`src/rtl/rot_pkg.sv`:
```
// rtl/rot_pkg.sv - widths, FIFO entry type and rotate-right reference for rot_stream_ctrl
// The entry carries a parity bit only when ROT_PARITY_EN is defined.
package rot_pkg;

  localparam int DATA_W = 8;
  localparam int AMT_W  = 3;

  typedef struct packed {
    logic [DATA_W-1:0] data;
    logic [AMT_W-1:0]  amt;
`ifdef ROT_PARITY_EN
    logic              par;
`endif
  } rot_entry_t;

  localparam int ENTRY_W = $bits(rot_entry_t);

  function automatic logic [DATA_W-1:0] rot_ref(input logic [DATA_W-1:0] data,
                                                input logic [AMT_W-1:0]  amt);
    logic [2*DATA_W-1:0] w_wide;
    w_wide = {data, data} >> amt;
    return w_wide[DATA_W-1:0];
  endfunction

endpackage

```
`src/rtl/rot_fifo.sv`:
```
// rtl/rot_fifo.sv - DEPTH-entry FIFO of packed rot_entry_t words, head shown combinationally
// DEPTH must be a power of 2 so the pointers wrap naturally.
module rot_fifo
  import rot_pkg::*;
#(
  parameter  int DEPTH = 4,
  localparam int CNT_W = $clog2(DEPTH + 1)
) (
  input  logic               clk,
  input  logic               rst_n,
  input  logic               i_push,
  input  logic [ENTRY_W-1:0] i_entry,
  input  logic               i_pop,
  output logic [ENTRY_W-1:0] o_head,
  output logic [CNT_W-1:0]   o_count,
  output logic               o_empty
);

  localparam int PTR_W = (DEPTH > 1) ? $clog2(DEPTH) : 1;

  logic [ENTRY_W-1:0] r_mem [DEPTH];
  logic [PTR_W-1:0]   r_wr_ptr;
  logic [PTR_W-1:0]   r_rd_ptr;
  logic [CNT_W-1:0]   r_count;

  logic w_full;
  logic w_do_push;
  logic w_do_pop;

  assign w_full    = (r_count == CNT_W'(DEPTH));
  assign o_empty   = (r_count == '0);
  assign w_do_push = i_push && !w_full;
  assign w_do_pop  = i_pop && !o_empty;

  // Storage is cleared on reset so the head reads as zero until the first push.
  always_ff @(posedge clk) begin
    if (!rst_n) begin
      r_wr_ptr <= '0;
      r_rd_ptr <= '0;
      r_count  <= '0;
      for (int i = 0; i < DEPTH; i++) begin
        r_mem[i] <= '0;
      end
    end else begin
      if (w_do_push) begin
        r_mem[r_wr_ptr] <= i_entry;
        r_wr_ptr        <= r_wr_ptr + PTR_W'(1);
      end
      if (w_do_pop) begin
        r_rd_ptr <= r_rd_ptr + PTR_W'(1);
      end
      case ({w_do_push, w_do_pop})
        2'b10:   r_count <= r_count + CNT_W'(1);
        2'b01:   r_count <= r_count - CNT_W'(1);
        default: r_count <= r_count;
      endcase
    end
  end

  assign o_head  = r_mem[r_rd_ptr];
  assign o_count = r_count;

endmodule

```
`src/rtl/rot_stream_ctrl.sv`:
```
// rtl/rot_stream_ctrl.sv - byte stream through an external rotate-right unit into an output FIFO
// Optional ROT_PARITY_EN adds out_par, the even parity of each rotated byte.
module rot_stream_ctrl
  import rot_pkg::*;
#(
  parameter  int DEPTH = 4,
  localparam int CNT_W = $clog2(DEPTH + 1)
) (
  input  logic              clk,
  input  logic              rst_n,
  input  logic              in_valid,
  output logic              in_ready,
  input  logic [DATA_W-1:0] in_data,
  input  logic [AMT_W-1:0]  in_amt,
  input  logic              cfg_auto,
  output logic [DATA_W-1:0] shf_data,
  output logic [AMT_W-1:0]  shf_amt,
  input  logic [DATA_W-1:0] shf_out,
  output logic              out_valid,
  input  logic              out_ready,
  output logic [DATA_W-1:0] out_data,
  output logic [AMT_W-1:0]  out_amt,
`ifdef ROT_PARITY_EN
  output logic              out_par,
`endif
  output logic [CNT_W-1:0]  fifo_count
);

  localparam logic [CNT_W:0] L_DEPTH = (CNT_W + 1)'(DEPTH);

  logic              r_s1_v;
  logic [DATA_W-1:0] r_s1_data;
  logic [AMT_W-1:0]  r_s1_amt;
  logic [AMT_W-1:0]  r_amt_cnt;

  logic               w_accept;
  logic               w_pop;
  logic               w_empty;
  logic [CNT_W:0]     w_occupancy;
  logic [ENTRY_W-1:0] w_head_bits;
  rot_entry_t         w_push_entry;
  rot_entry_t         w_head;

  // Counting the S1 item as occupied reserves its FIFO slot, so a push never overflows
  // and in_ready depends only on registered state.
  assign w_occupancy = {1'b0, fifo_count} + {{CNT_W{1'b0}}, r_s1_v};
  assign in_ready    = rst_n && (w_occupancy < L_DEPTH);
  assign w_accept    = in_valid && in_ready;
  assign w_pop       = out_valid && out_ready;

  always_ff @(posedge clk) begin
    if (!rst_n) begin
      r_s1_v    <= 1'b0;
      r_s1_data <= '0;
      r_s1_amt  <= '0;
      r_amt_cnt <= '0;
    end else begin
      r_s1_v <= w_accept;
      if (w_accept) begin
        r_s1_data <= in_data;
        r_s1_amt  <= cfg_auto ? r_amt_cnt : in_amt;
        if (cfg_auto) begin
          r_amt_cnt <= r_amt_cnt + AMT_W'(1);
        end
      end
    end
  end

  assign shf_data = r_s1_v ? r_s1_data : '0;
  assign shf_amt  = r_s1_v ? r_s1_amt  : '0;

  always_comb begin
    w_push_entry      = '0;
    w_push_entry.data = shf_out;
    w_push_entry.amt  = r_s1_amt;
`ifdef ROT_PARITY_EN
    w_push_entry.par  = ^shf_out;
`else
`endif
  end

  rot_fifo #(
    .DEPTH (DEPTH)
  ) u_fifo (
    .clk     (clk),
    .rst_n   (rst_n),
    .i_push  (r_s1_v),
    .i_entry (w_push_entry),
    .i_pop   (w_pop),
    .o_head  (w_head_bits),
    .o_count (fifo_count),
    .o_empty (w_empty)
  );

  assign w_head    = rot_entry_t'(w_head_bits);
  assign out_valid = !w_empty;
  assign out_data  = w_head.data;
  assign out_amt   = w_head.amt;
`ifdef ROT_PARITY_EN
  assign out_par   = w_head.par;
`else
`endif

endmodule
```
`config.mk`:
```
export PLATFORM = sky130hd
export DESIGN_NAME = rot_stream_ctrl
export DESIGN_NICKNAME = d
export VERILOG_FILES = /design/src/rtl/rot_pkg.sv /design/src/rtl/rot_fifo.sv /design/src/rtl/rot_stream_ctrl.sv
export SDC_FILE = /design/constraint.sdc
export NUM_CORES = 1
export LEC_CHECK = 0
export ABC_AREA = 1
export BUFFER_PORTS_ARGS = -buffer_cell sky130_fd_sc_hd__buf_2
export CORE_UTILIZATION = 40
export CTS_CLUSTER_DIAMETER = 60
export DETAILED_ROUTE_END_ITERATION = 7
export PLACE_DENSITY = 0.72
export RECOVER_POWER = 100
export SLEW_MARGIN = 10
export SYNTH_ARGS = -nofsm -noshare
export SYNTH_HDL_FRONTEND = slang
export SYNTH_SLANG_ARGS = --single-unit
```
`constraint.sdc`:
```
create_clock -name clk -period 2.6 [get_ports clk]
set_input_delay 0.52 -clock clk [delete_from_list [all_inputs] [get_ports clk]]
set_output_delay 0.52 -clock clk [all_outputs]
set_load 0.02 [all_outputs]
```
==> metrics <==
status finished clean; Sink Count 68; compound-gate portion of the synthesized area 9.71%; Hold Path Sink r_s1_data[4]; CTS tree built; min-delay worst type input pin to flop; Fillers 751; largest net degree at the start of global routing 23; layout cells sized above 1 10.5%; Crit Path Category flop to output port; GPL Wtd Cong 0.840; Mapped Nets 359; ys async rst share 0%; Worst-Skew Late Latency 0.34 ns; Starting Density 41.4%; Multi-input gate area 943 µm²; required time worst endpoint 2.08 ns; post-synthesis cell count 332; endpoint class of the critical path output port; Leak 1.47 nW; Yosys top cell by area edfxtp_1; top cells by area, synth edfxtp_1, dfxtp_1, nor2_1; crit path buf inv count 2; Reg area 0.00180 mm²; hold path startpoint in_data[4]; Critical-path top delay cell dfxtp_1; RSZ-0062 raised after global routing false; Max Clk Rate 445 MHz; synthesis-to-layout area growth 14.5%; sequential share of the synthesized area 60.0%; crit-path max FO 12; CTS root buffer clkbuf_8; max cap viols 0; DRT iter0 DRCs 197; hold bufs inserted after CTS 0; port bufs 50; Setup crit start kind flop; final cycle utilization of the critical path 86.5%; cells on worst reg2reg path 6; Adder-Cell Fraction of Synth Area 1.50%; R2R Path Start u_fifo.o_count[0]; DRT Pass-1 Iters 4; DIE HEIGHT 88.6 µm; post-route DRC violation count 0; Synth top area share 44.0%; Post-Synth Simple-Gate Area 21.2%; design area 0.00344 mm²; mean post-synth cell area 9.04 µm²; die area 0.00786 mm²; Largest delay share family, worst path buffers and inverters; Final Hold Vio Count 0; Worst slew margin 46.7%; die width 88.6 µm; final setup vio count 0; Reg-to-Reg End u_fifo.r_mem[0][2]; Detail Placement HPWL 4130 µm; setup TNS 0 ns; Synth Flop Type edfxtp_1; proportion of synthesized area in mux cells 0%; Synth Warn # 0; Placed Cells 472; Final Util 47.4%; GR Overflow Total 0; Clk pin slew, worst setup/hold paths 0.07 ns; vias 2,304; Synth Register Bits 68; EDFF count, synth 44; Yosys cell types 25; FP Rows 31; vias in the first global route 2,182; worst stage delay on the critical path 0.45 ns; antenna-violating nets left 0; total design power 2.99 mW; commonest non-fill, non-tap cell in the layout nor2_1; per-cell routed wire length 12.7 µm; number of diodes 0; final non-filler cell total 488; max-slew violation count 0; Pwr Density 870 mW/mm²; CTS H-tree depth 3; Post-CTS Setup Bufs 0; Worst Skew 0.00712 ns; crit path time final 2.25 ns; GRT Overall Usage 17.6%; most frequent cells in the layout nor2_1, nand2_1, edfxtp_1; critical path arrival 1.73 ns; IO Pins 51; CP cell instances inv_1 > o21ai_0 > o22ai_1 > clkbuf_1; CTS resizes 0; post-synthesis cell area 0.00300 mm²; placed cell areas 0.00335 mm²; CTS buffer count 9; DRT Wirelength 6220 µm; R2R Setup Slk 0.48 ns; Core Region 0.00725 mm²; initial antenna violation count 0; VDD IR max 0.000422 V; nets 411; post-synthesis xor/xnor area fraction 0.292%; global-route wire length before repair 10,100 µm; Max Root-Sink Buffers 2; vias per cell 4.72; Slew @ Worst Pin 0.799 ns; worst hold stages 3; largest family of logic cells by synthesized area simple AND/OR/NAND/NOR gates
==> cells in the mapped netlist, types with 3 or more instances <==
library cell,number
nor2_1,70
nand2_1,65
edfxtp_1,44
inv_1,36
o21ai_0,27
dfxtp_1,24
a21oi_1,16
clkbuf_1,11
o22ai_1,11
nand3_1,5
nand3_2,3
nor2_4,3
==> stage by stage <==
stage / setup WS [ns] / hold slack, ns
floorplan: 0.508 / 0.444
global placement: 0.564 / 0.453
detailed placement: 0.476 / 0.458
global route: 0.177 / 0.405
CTS: 0.359 / 0.396
finish: 0.352 / 0.416
==> flip-flops by register name, summed over array words and instances (netlist names), named ones only <==
name,cells
u_fifo.r_rd_ptr,2
u_fifo.r_wr_ptr,2
r_s1_amt,3
r_s1_data,8
u_fifo.r_mem,44
u_fifo.o_count,3
r_s1_v,1
r_amt_cnt,3
==> metal layers <==
layer	up-vias	global-route usage, %	share of wire, %
li1	1180	-	-
met1	1053	20.7	46
met2	68	30.1	47
met3	3	6.62	6.7
met4	0	4.84	0.37
met5	-	0	0
==> power breakdown <==
group	leakage, nW	switching (mW)	internal, mW
Clock	0.0911	0.382	0.433
Sequential	0.652	0.0628	1.26
Combinational	0.724	0.619	0.236
Total	1.47	1.06	1.93
==> layout make-up <==
cell class	instances	area share, %
sequential	68	52.4
clock inverter	6	1.60
clock buffer	10	3.71
timing repair buffer	56	7.10
tap	99	3.60
inverter	38	4.15
multi-input combinational	211	27.4
==> worst register-to-register path, stage by stage (launching register included) <==
cell and delay, ns:
dfxtp_1 0.36, inv_1 0.11, nand3_1 0.12, nand2_1 0.20, nor2_4 0.14, nand3_1 0.34
nand2_1 0.51
==> logic make-up (layout without fill, tap and decap cells) <==
group                    after synthesis  count (layout)
flip-flops                            68              68
adder cells (fa/ha/maj)                3               3
XOR/XNOR                               1               1
buffers and inverters                 53             110
AO/OA/AOI/OAI                         55              55
AND/OR/NAND/NOR                      152             152
==> worst max-delay path by stage <==
| stage | from | to | slack (ns) | cells after the start |
|---|---|---|---|---|
| 2_1_floorplan | u_fifo.o_count[0] | u_fifo.r_mem[3][0] | 0.51 | 4 |
| 5_1_grt | flop | out_data[1] | 0.18 | 4 |
| 6_report | flop | out_data[7] | 0.35 | 4 |
| 3_5_place_dp | rst_n | u_fifo.r_mem[0][7] | 0.48 | 5 |
| 3_3_place_gp | rst_n | u_fifo.r_mem[0][6] | 0.56 | 5 |
| 4_1_cts | flop | out_data[1] | 0.36 | 4 |
Power figures use the tool's default switching activity.
